<file path="src/rtl/dehaze_frame_ctrl_if.sv">
// -----------------------------------------------------------------------------
// dehaze_frame_ctrl_if
// Pixel stream bundle carrying the pipelined dark-channel video into the
// frame controller.
//   i_dark  : 8-bit dark-channel value, meaningful while i_de is high
//   i_hsync : horizontal sync, aligned with i_dark
//   i_vsync : vertical sync, active high, aligned with i_dark
//   i_de    : data enable, aligned with i_dark
// Modports: master drives the stream, slave (the controller) receives it.
// -----------------------------------------------------------------------------
interface dehaze_frame_ctrl_if;
    logic [7:0] i_dark;
    logic       i_hsync;
    logic       i_vsync;
    logic       i_de;

    modport master (
        output i_dark,
        output i_hsync,
        output i_vsync,
        output i_de
    );

    modport slave (
        input  i_dark,
        input  i_hsync,
        input  i_vsync,
        input  i_de
    );
endinterface

</file>
<file path="src/rtl/dehaze_frame_ctrl.sv">
// -----------------------------------------------------------------------------
// dehaze_frame_ctrl
// Frame-level controller for the dark-channel dehaze pipeline. Tracks the
// per-frame maximum dark value and, at every frame boundary, commits a
// smoothed and clamped atmospheric-light estimate, latches the bypass mode
// for the next frame and reports frame geometry.
//
// Ports:
//   pixelclk      : pixel clock, all logic on its rising edge
//   reset_n       : asynchronous active-low reset
//   pix           : dark-channel stream (slave side of dehaze_frame_ctrl_if)
//   cfg_enable    : controller enable, 0 forces IDLE
//   cfg_bypass    : requested bypass, sampled only at commit
//   cfg_a_min     : lower clamp for the committed estimate
//   o_atmos       : committed atmospheric light (reset 8'hFF)
//   o_atmos_valid : one-cycle pulse when o_atmos updates
//   o_bypass      : frame-latched bypass (reset 1)
//   o_width       : de-high pixels in the last line of the previous frame
//   o_height      : de-high lines in the previous frame
//   o_geom_err    : one-cycle pulse at commit when geometry changed
//   o_frame_cnt   : committed frame count, wraps
// -----------------------------------------------------------------------------
module dehaze_frame_ctrl #(
    parameter int PIX_W  = 12,
    parameter bit SMOOTH = 1'b1
) (
    input  logic                  pixelclk,
    input  logic                  reset_n,
    dehaze_frame_ctrl_if.slave    pix,
    input  logic                  cfg_enable,
    input  logic                  cfg_bypass,
    input  logic [7:0]            cfg_a_min,
    output logic [7:0]            o_atmos,
    output logic                  o_atmos_valid,
    output logic                  o_bypass,
    output logic [PIX_W-1:0]      o_width,
    output logic [PIX_W-1:0]      o_height,
    output logic                  o_geom_err,
    output logic [15:0]           o_frame_cnt
);

    localparam logic [1:0] ST_IDLE   = 2'd0;
    localparam logic [1:0] ST_SYNC   = 2'd1;
    localparam logic [1:0] ST_ACTIVE = 2'd2;
    localparam logic [1:0] ST_COMMIT = 2'd3;

    // Counters stick at all-ones instead of wrapping on oversized frames.
    function automatic logic [PIX_W-1:0] sat_inc(input logic [PIX_W-1:0] v);
        return (&v) ? v : v + 1'b1;
    endfunction

    function automatic logic [7:0] max8(input logic [7:0] a, input logic [7:0] b);
        return (a > b) ? a : b;
    endfunction

    // 3*a_old + m peaks at 1020, so 10 bits hold it and >>2 fits back in 8.
    function automatic logic [7:0] estimate(input logic [7:0] a_old, input logic [7:0] m);
        logic [9:0] acc;
        acc = {2'b00, a_old} + {1'b0, a_old, 1'b0} + {2'b00, m};
        return SMOOTH ? acc[9:2] : m;
    endfunction

    logic [1:0]       state;
    logic [1:0]       state_nxt;
    logic             vsync_d;
    logic             de_d;
    logic [7:0]       frame_max;
    logic [PIX_W-1:0] pix_cnt;
    logic [PIX_W-1:0] line_w;
    logic [PIX_W-1:0] line_cnt;
    logic             vsync_rise;
    logic             de_fall;
    logic             acc_clear;
    logic             unused_hsync;

    // Line boundaries come from de edges, so hsync carries no information here.
    assign unused_hsync = pix.i_hsync;

    assign vsync_rise = pix.i_vsync & ~vsync_d;
    assign de_fall    = ~pix.i_de & de_d;
    assign acc_clear  = (state == ST_IDLE) || (state == ST_COMMIT) ||
                        ((state == ST_SYNC) && (state_nxt == ST_ACTIVE));

    always_comb begin
        state_nxt = state;
        if (!cfg_enable) begin
            state_nxt = ST_IDLE;
        end else begin
            case (state)
                ST_IDLE:   state_nxt = ST_SYNC;
                ST_SYNC:   if (vsync_rise) state_nxt = ST_ACTIVE;
                ST_ACTIVE: if (vsync_rise) state_nxt = ST_COMMIT;
                default:   state_nxt = ST_ACTIVE;
            endcase
        end
    end

    always_ff @(posedge pixelclk or negedge reset_n) begin
        if (!reset_n) begin
            state   <= ST_IDLE;
            vsync_d <= 1'b0;
            de_d    <= 1'b0;
        end else begin
            state   <= state_nxt;
            vsync_d <= pix.i_vsync;
            de_d    <= pix.i_de;
        end
    end

    // Accumulation stage: per-frame statistics, only live in ACTIVE
    always_ff @(posedge pixelclk) begin
        if (acc_clear) begin
            frame_max <= 8'd0;
            pix_cnt   <= '0;
            line_w    <= '0;
            line_cnt  <= '0;
        end else if (state == ST_ACTIVE) begin
            if (pix.i_de) begin
                frame_max <= max8(frame_max, pix.i_dark);
                pix_cnt   <= sat_inc(pix_cnt);
            end
            if (de_fall) begin
                line_w   <= pix_cnt;
                pix_cnt  <= '0;
                line_cnt <= sat_inc(line_cnt);
            end
        end
    end

    // Commit stage: frame-stable outputs, updated only in the cycle after COMMIT
    always_ff @(posedge pixelclk or negedge reset_n) begin
        if (!reset_n) begin
            o_atmos       <= 8'hFF;
            o_atmos_valid <= 1'b0;
            o_bypass      <= 1'b1;
            o_width       <= '0;
            o_height      <= '0;
            o_geom_err    <= 1'b0;
            o_frame_cnt   <= 16'd0;
        end else begin
            o_atmos_valid <= 1'b0;
            o_geom_err    <= 1'b0;
            if ((state == ST_COMMIT) && cfg_enable) begin
                o_atmos       <= max8(estimate(o_atmos, frame_max), cfg_a_min);
                o_atmos_valid <= 1'b1;
                o_bypass      <= cfg_bypass;
                o_width       <= line_w;
                o_height      <= line_cnt;
                o_frame_cnt   <= o_frame_cnt + 16'd1;
                // The very first commit has nothing to compare against.
                o_geom_err    <= (o_frame_cnt != 16'd0) &&
                                 ((line_w != o_width) || (line_cnt != o_height));
            end
        end
    end

endmodule
</file>
<file path="src/flat_wrapper.sv">
// flat-port wrapper written by rule: the top's interface ports become plain ports
module dehaze_frame_ctrl_flat 
#(
    parameter int PIX_W  = 12,
    parameter bit SMOOTH = 1'b1
)
  (pixelclk, reset_n, cfg_enable, cfg_bypass, cfg_a_min, o_atmos, o_atmos_valid, o_bypass, o_width, o_height, o_geom_err, o_frame_cnt, pix_i_dark, pix_i_hsync, pix_i_vsync, pix_i_de);
  dehaze_frame_ctrl_if pix_i ();
  input  logic pixelclk;
  input  logic reset_n;
  input  logic cfg_enable;
  input  logic cfg_bypass;
  input  logic [7:0] cfg_a_min;
  output logic [7:0] o_atmos;
  output logic o_atmos_valid;
  output logic o_bypass;
  output logic [PIX_W-1:0] o_width;
  output logic [PIX_W-1:0] o_height;
  output logic o_geom_err;
  output logic [15:0] o_frame_cnt;
  input wire logic [$bits(pix_i.i_dark)-1:0] pix_i_dark;
  input wire logic [$bits(pix_i.i_hsync)-1:0] pix_i_hsync;
  input wire logic [$bits(pix_i.i_vsync)-1:0] pix_i_vsync;
  input wire logic [$bits(pix_i.i_de)-1:0] pix_i_de;
  assign pix_i.i_dark = pix_i_dark;
  assign pix_i.i_hsync = pix_i_hsync;
  assign pix_i.i_vsync = pix_i_vsync;
  assign pix_i.i_de = pix_i_de;
  dehaze_frame_ctrl #(.PIX_W(PIX_W), .SMOOTH(SMOOTH)) u_core (.pixelclk(pixelclk), .reset_n(reset_n), .pix(pix_i), .cfg_enable(cfg_enable), .cfg_bypass(cfg_bypass), .cfg_a_min(cfg_a_min), .o_atmos(o_atmos), .o_atmos_valid(o_atmos_valid), .o_bypass(o_bypass), .o_width(o_width), .o_height(o_height), .o_geom_err(o_geom_err), .o_frame_cnt(o_frame_cnt));
endmodule
</file>
<file path="config.mk">
export PLATFORM = sky130hd
export DESIGN_NAME = dehaze_frame_ctrl_flat
export DESIGN_NICKNAME = d
export VERILOG_FILES = /design/src/rtl/dehaze_frame_ctrl_if.sv /design/src/rtl/dehaze_frame_ctrl.sv /design/src/flat_wrapper.sv
export SDC_FILE = /design/constraint.sdc
export NUM_CORES = 1
export LEC_CHECK = 0
export ABC_AREA = 1
export CORE_UTILIZATION = 55
export CTS_BUF_LIST = sky130_fd_sc_hd__clkbuf_8
export CTS_CLUSTER_SIZE = 20
export DETAILED_ROUTE_END_ITERATION = 8
export PLACE_DENSITY_LB_ADDON = 0.1
export SLEW_MARGIN = 20
export SYNTH_ARGS = -nofsm -noshare
export SYNTH_HDL_FRONTEND = slang
export SYNTH_SLANG_ARGS = --single-unit
</file>
<file path="constraint.sdc">
create_clock -name pixelclk -period 6 [get_ports pixelclk]
set_input_delay 0.9 -clock pixelclk [delete_from_list [all_inputs] [get_ports pixelclk]]
set_output_delay 0.9 -clock pixelclk [all_outputs]
set_load 0.02 [all_outputs]
</file>
# ---- Word level (Yosys, flattened, before mapping)
# Cells that the tools add are included.
dict set report word_totals {
  ff_bits 99
  inputBits 23
  out_inout_bits 51
  word_cells 59
}
dict set report classes {
  add_sub_neg 5
  order_cmp 2
  n_eq_ne 7
  mux 10
  bitwise 6
  reduce_logical 15
}
# cell count
set op_table {}
lappend op_table {{$mux W12} 3}
lappend op_table {{$add A12 B1 Y12 const B} 2}
lappend op_table {{$ne A12 B12 Y1} 2}
lappend op_table {{$reduce_and A12 Y1} 2}
lappend op_table {{$add A16 B1 Y16 const B} 1}
lappend op_table {{$gt A8 B8 Y1} 2}
lappend op_table {{$reduce_bool A16 Y1} 1}
lappend op_table {{$add A10 B8 Y10} 1}
lappend op_table {{$add A8 B9 Y10} 1}
lappend op_table {{$reduce_and A3 Y1} 3}
lappend op_table {{$mux W8} 1}
lappend op_table {{$eq A2 B2 Y1 const B} 3}
lappend op_table {{$mux W2} 3}
lappend op_table {{$pmux W2 S3} 1}
lappend op_table {{$not A1 Y1} 4}
lappend op_table {{$logic_and A1 B1 Y1} 3}
lappend op_table {{$logic_or A1 B1 Y1} 3}
lappend op_table {{$and A1 B1 Y1} 2}
lappend op_table {{$eq A2 B1 Y1 const B} 1}
lappend op_table {{$logic_not A2 Y1} 1}
lappend op_table {{$mux W1} 2}
lappend op_table {{$ne A2 B1 Y1 const B} 1}
lappend op_table {{$reduce_and A2 Y1} 1}
lappend op_table {{$reduce_bool A2 Y1} 1}

# ---- Depth between registers and ports, before layout
# Gate-level depths: netlist of run 1.
dict set report depth {
  word_depth 8
  depth_mapped 22
  mapped_depth_nobuf 22
}

# ---- Worst setup path after synthesis of run 1
# No wires, ideal clock.
dict set report synth_timing {
  path_kind {flip-flop to flip-flop}
  startpoint {register u_core.o_atmos[0]}
  endpoint {register u_core.o_atmos[2]}
  setup_time_ns 0.061
  arrival_ns 3.248
  required_time_ns 5.939
  slack_ns 2.691
  path_stages_with_launch 22
  n_path_buf 0
  period_less_slack_ns 3.309
  path_cell_list {dfstp_2 inv_1 fa_1 inv_1 nand3_1 fa_1 nand3b_1 nand2_1 nand2_1 nand2_1 nand2_1 nand2_1 inv_1 ha_1 nand2_1 nor2_1 nand4_1 nand2_1 inv_1 nand2_1 nand3_1 nand2_1}
}
dict set report synth_between {
  elab_chain_len 4
}
# element line
set synth_rtl {}
lappend synth_rtl {{start, declared} dehaze_frame_ctrl.sv:33} ;# output logic [7:0] o_atmos,
lappend synth_rtl {{start signal, assigned} dehaze_frame_ctrl.sv:144} ;# o_atmos <= max8(estimate(o_atmos, frame_max), cfg_a_min);
lappend synth_rtl {{$add A8 B9 Y10 *} dehaze_frame_ctrl.sv:59} ;# acc = {2'b00, a_old} + {1'b0, a_old, 1'b0} + {2'b00, m};
lappend synth_rtl {{$add A10 B8 Y10 *} dehaze_frame_ctrl.sv:59}
lappend synth_rtl {{$gt A8 B8 Y1} dehaze_frame_ctrl.sv:53} ;# return (a > b) ? a : b;
lappend synth_rtl {{$mux W8 *} dehaze_frame_ctrl.sv:53}
# Mark *: on every way between the ends. The rest lies on a longest branch, timed or not.
# A chain may end at the register's enable or synchronous reset.

# ---- Worst setup path in the final report of run 1
dict set report layout_timing {
  startpoint {register u_core.o_atmos[0]}
  endpoint {register u_core.o_atmos[4]}
}
# The elaborated chain is that of the path after synthesis.

==> results of run 1 <==
## routing by layer
metal	wire (um)	vias up	GRT usage (%)
met3	541	15	3.49
met2	6350	103	43.5
met5	0	-	0
met1	5610	2444	30.6
met4	239	0	11.0
li1	-	2611	-
## through the flow
step	hold slack [ns]	cells
global route	0.486	990
detailed placement	0.460	974
global placement	0.450	974
floorplan	0.441	782
CTS	0.475	990
finish	0.470	990
## cell type report
type | instances | area share, %
clock buffers | 9 | 1.80
multi-input cells | 567 | 45.4
inverters | 97 | 5.33
flip-flops and latches | 99 | 33.0
repair buffers | 75 | 10.7
well taps | 136 | 2.48
clock inverters | 7 | 1.24
## registers in the layout, indices dropped and copies added, names as in the netlist
register	count
u_core.vsync_d	1
u_core.o_atmos	8
u_core.o_height	12
u_core.line_w	12
u_core.o_bypass	1
u_core.o_width	12
u_core.o_frame_cnt	16
u_core.frame_max	8
u_core.o_geom_err	1
u_core.de_d	1
u_core.o_atmos_valid	1
u_core.pix_cnt	12
u_core.line_cnt	12
u_core.state	2
## final timing paths
check	startpoint	end	slack, ns	cells past startpoint
worst max-delay path	u_core.o_atmos[0]	u_core.o_atmos[4]	2.22	21
worst min-delay path	u_core.pix_cnt[11]	u_core.line_w[11]	0.47	2
worst max register to register	u_core.o_atmos[0]	u_core.o_atmos[4]	2.22	21
worst min register to register	u_core.pix_cnt[11]	u_core.line_w[11]	0.47	2
max in group asynchronous	reset_n	u_core.o_width[8]	4.88	2
min in group asynchronous	reset_n	u_core.o_frame_cnt[9]	0.64	2
## critical path, delay by kind of cell (launching register included)
| family | cells | cell delay (ns) |
|---|---|---|
| and+or+nand+nor | 14 | 1.60 |
| buffers and inverters | 4 | 0.38 |
| DFF | 1 | 0.58 |
| adders and majority gates | 3 | 1.16 |
## kinds of logic after synthesis
kind of cell | after synthesis | synth area share (%)
xor+xnor | 37 | 5.54
fa+ha+maj | 38 | 9.15
simple gates | 398 | 29.9
buf+inv | 116 | 7.93
flops | 99 | 38.7
compound gates | 94 | 8.76
## power breakdown
group,internal (W),switching (W)
Clock,0.000232,0.000234
Sequential,0.000736,0.0000736
Combinational,0.000361,0.000530
## synthesized netlist by cell type, drive strengths merged
master / count / share of area (%)
nand3: 45 / 4.1
dfxtp: 44 / 15
xnor2: 16 / 2.4
nand4: 13 / 1.5
fa: 8 / 2.7
clkinv: 1 / 0.064
buf: 9 / 1.0
a21o: 2 / 0.26
dfrtp: 46 / 20
dfstp: 9 / 4.0
o21a: 2 / 0.26
clkbuf: 10 / 0.64
nor4: 3 / 0.32
and2: 1 / 0.11
nand2: 257 / 17
or2: 5 / 0.53
nor2: 57 / 4.4
nor3: 14 / 1.6
nand3b: 3 / 0.38
a41oi: 1 / 0.15
inv: 96 / 6.2
xor2: 21 / 3.1
ha: 30 / 6.4
a21oi: 51 / 4.6
o21bai: 4 / 0.51
o21ai: 34 / 3.0
==> metrics, run 1 <==
Overflow after GRT 0; Worst EP required around 6.3 ns; n_diodes 0; final setup vio count 0; Multi-input gate area about 3100 um2; DRT Wirelength 12.7 mm; largest net degree at the start of global routing 56; synth unique cells between 40 and 50; DRT antenna net count 0; CP Data Arrival Time 4.10 ns; Fillers around 880; CP cell instances inv_1 -> fa_1 -> inv_1 -> nand3_1 -> fa_1 -> nand3b_1 -> nand2_1 -> nand2_1 -> nand2_1 -> nand2_1 -> nand2_1 -> inv_1 -> ha_1 -> nand2_1 -> nor2_1 -> nand4_1 -> nand2_1 -> inv_1 -> nand2_1 -> nand3_1 -> nand2_1; Rel. slew slack between 50% and 60%; Setup Skew between 0.008 and 0.009 ns; postcts setup bufs 0; Tcrit/Tclk final a little over three fifths; slowest CP cell dfstp_2; Pleak 3.22 nW; peak supply drop just under 0.0002 V; synthesized area per cell between 7 and 8 um2; Mapped Cells 782; commonest non-fill, non-tap cells in the layout nand2_1 (251), inv_1 (93), clkdlybuf4s50_1 (71); CP max stage delay around 0.58 ns; commonest non-fill, non-tap cell in the layout nand2_1; outcome completed; Wirelength per Cell around 13 um; DR DRC count 0; number of global-route vias before repair roughly 5000; width of the die about 110 um; post-synthesis sequential area ratio around two fifths; Worst-Skew Late Latency around 0.38 ns; Design Area, Final just under 7000 um2; first-pass GRT wire length between 20 and 25 mm; CTS Hold Buffers Added 0; cell mode on critical path nand2_1; H-tree levels 3; Setup WS post-layout about 2.2 ns; fin nets 910; fmax approximately 260 MHz; Setup Crit Path Kind flip-flop to flip-flop; initial antenna violation count 0; storage element area about 2300 um2; Final Util around two thirds; Core Area 10300 um2; post-cts sizing count 0; max cap viols 0; number of detailed-route iterations in the first pass 5; P&R area growth vs syn 17.4%; # IOs 74; #FFs+latches synth between 90 and 100; CTS tree yes; unrepaired setup endpoints after global routing false; clk root buf clkbuf_8; Chip Height about 110 um; Hold Path Class flip-flop to flip-flop; clock period minus worst slack 3.78 ns; YS warnings 0; Max Slew Vio Count 0; Clock transition at path regs 0.09 ns; Placed Area 6670 um2; Pwr Density between 300 and 400 nW/um2; total power ~0.0022 W; GRT Resource Usage Total between 20 and 25%; Initial Utilization a little under three fifths; CTS Buf Count 9; worst slew pin tran a little over 0.7 ns; Post-Synthesis Net Count about 840; Setup crit end kind flip-flop; vias per cell 5.23; Post-Syn Area approximately 5900 um2; Hold Vio Cnt, Final 0; Post-Place Setup Slack around 2.3 ns; Starting DRT DRC Count 280; setup_tns 0 ns; Port Buffers a little over 70; row count 37; routed vias ~5200; CTS sink cnt around 100; Routability Congestion about 0.9; detailed placer's ending HPWL between 9 and 10 mm; CP Max Fanout 10; Bufs on Longest Clock Path 2; crit path launch type flip-flop; Die Area around 11000 um2; layout cell share with drive strength beyond 1 ~7.3%
No activity file was read; power rests on OpenSTA's default activity.
==> inputs of run 2 (changes only) <==
- CORE_UTILIZATION: 55 -> 52
- clock period: 6 -> 3.4 ns (I/O delays scaled with it)
==> metrics, run 2 (synthesis results as in run 1) <==
register with the most flip-flops u_core.o_frame_cnt; Design Area, Final 7100 um2; GRT Resource Usage Total about a quarter; clock period minus worst slack between 3 and 4 ns; row count 38; number of detailed-route iterations in the first pass 4; peak supply drop between 0.0003 and 0.0004 V; worst slew pin tran just over 0.5 ns; storage element area 2270 um2; RR Endpoint u_core.o_atmos[6]; crit path launch type flip-flop; final cell count without fillers 1008; Chip Height approximately 110 um; Routability Congestion between 0.9 and 1; largest net degree at the start of global routing 51; CTS Buf Count 9; CP Data Arrival Time 3.75 ns; CTS sink cnt 99; Wirelength per Cell about 13 um; Hold Vio Cnt, Final 0; routed vias between 5000 and 6000; vias per cell between 5 and 6; Setup crit end kind flip-flop; H-tree levels 3; fmax approximately 300 MHz; detailed placer's ending HPWL about 9.6 mm; Worst-Skew Late Latency just under 0.4 ns; Worst Setup SP u_core.o_atmos[1]; CTS tree yes; max reg flops 16; Overflow after GRT 0; CP Max Fanout 6; first-pass GRT wire length 22.1 mm; Hold Path Class input pin to async pin; reg2reg start u_core.o_atmos[1]; Pleak about 3.3 nW; Tcrit/Tclk final 101%; # IOs 74; commonest non-fill, non-tap cell in the layout nand2_1; Setup Skew 0.00890 ns; number of global-route vias before repair 4837; Starting DRT DRC Count 186; failing checks setup timing; Setup Crit Path Kind flip-flop to flip-flop; Clock transition at path regs approximately 0.090 ns; unrepaired setup endpoints after global routing true; fin nets around 920; outcome finished with violations; Register-to-Register Setup Slack -0.03 ns; DR DRC count 0; Port Buffers 72; Fillers about 940; commonest non-fill, non-tap cells in the layout nand2_1 (242), inv_1 (86), clkdlybuf4s50_1 (71); Setup WS post-layout -0.0292 ns; CP endpoint u_core.o_atmos[6]; Bufs on Longest Clock Path 2; Post-Place Setup Slack -0.103 ns; Pwr Density 590 nW/um2; DP Cell Count between 900 and 1000; DRT Wirelength 13.1 mm; layout cell share with drive strength beyond 1 between 10% and 20%; Die Area around 12000 um2; clk root buf clkbuf_8; max cap viols 0; Core Area 10900 um2; initial antenna violation count 0; n_diodes 0; width of the die roughly 110 um; Rel. slew slack approximately two thirds; Worst EP required around 3.7 ns; Placed Area slightly below 7000 um2; Initial Utilization between 50% and 60%; Multi-input gate area 3210 um2; R2R depth 21; P&R area growth vs syn 21.2%; Max Slew Vio Count 0; final setup vio count 2; DRT antenna net count 0; total power approximately 0.0042 W
run 2: cell count changes in the layout (fill, tap and decap cells not counted), sizes merged:
cell	change
buf	+14
inv	-3
clkbuf	+1
clkinv	+1
clkinvlp	+1
run 2: how the worst min path moves through the flow:
stage,from,to,slack [ns],cells past startpoint
2_1_floorplan,reset_n,u_core.de_d,0.21,0
3_3_place_gp,u_core.line_w[5],u_core.line_w[5],0.45,2
3_5_place_dp,u_core.line_w[5],u_core.line_w[5],0.45,2
4_1_cts,reset_n,u_core.o_frame_cnt[10],0.03,1
5_1_grt,reset_n,u_core.o_frame_cnt[11],0.06,1
6_report,reset_n,u_core.o_frame_cnt[10],0.04,1
run 2: report_power, final:
part | total, W | internal (W) | leakage, nW | switching, W
sequential | 0.00142 | 0.00130 | 1.05 | 0.000121
clock | 0.000868 | 0.000435 | 0.113 | 0.000434
combinational | 0.00190 | 0.000803 | 2.12 | 0.00109
total | 0.00418 | 0.00254 | 3.29 | 0.00165
run 2: metrics by stage:
stage | setup TNS [ns] | hold slack (ns) | util, %
2_1_floorplan | 0 | 0.214 | -
3_3_place_gp | 0 | 0.449 | 62.0
3_5_place_dp | -0.479 | 0.454 | 62.0
4_1_cts | 0 | 0.0323 | 64.1
5_1_grt | -1.27 | 0.0594 | 65.2
6_report | -0.0355 | 0.0407 | 65.2
run 2: what timing repair did:
| action | CTS | global route |
|---|---|---|
| setup buffers | 1 | 3 |
| resized for setup | 3 | 26 |
| pin swaps | 0 | 15 |
| hold buffers | 0 | 0 |
| endpoints found under the setup margin | 7 | 8 |
run 2: final cells by class:
cell class                      instances  area share (%)
Multi-Input combinational cell        567            45.3
Inverter                               97            5.17
Clock inverter                          6            1.22
Clock buffer                           10            1.94
Timing Repair Buffer                   89            11.9
Sequential cell                        99            32.0
Tap cell                              140            2.47
run 2: critical path: stages (launching register included):
cell and delay (ns):
dfstp_2 0.55, inv_2 0.04, fa_1 0.45, inv_1 0.08, nand3_2 0.09, fa_2 0.41
nand3b_1 0.18, nand2_2 0.12, nand2_2 0.07, nand2_1 0.06, nand2_1 0.08, nand2_2 0.09
inv_2 0.05, ha_4 0.26, nand2_4 0.04, nor2_4 0.12, nand4_1 0.19, nand2_4 0.14
buf_6 0.13, a21oi_1 0.06, nand2_1 0.09, nand2_1 0.05
run 2: per-layer routing:
metal / track usage, % / part of all wire [%] / vias to the layer above / wire, um
met1: 31.4 / 46 / 2419 / 6060
met2: 40.0 / 48 / 126 / 6280
met3: 3.86 / 4.1 / 23 / 543
met4: 9.20 / 1.9 / 0 / 246
li1: - / - / 2640 / -
met5: 0 / 0 / - / 0
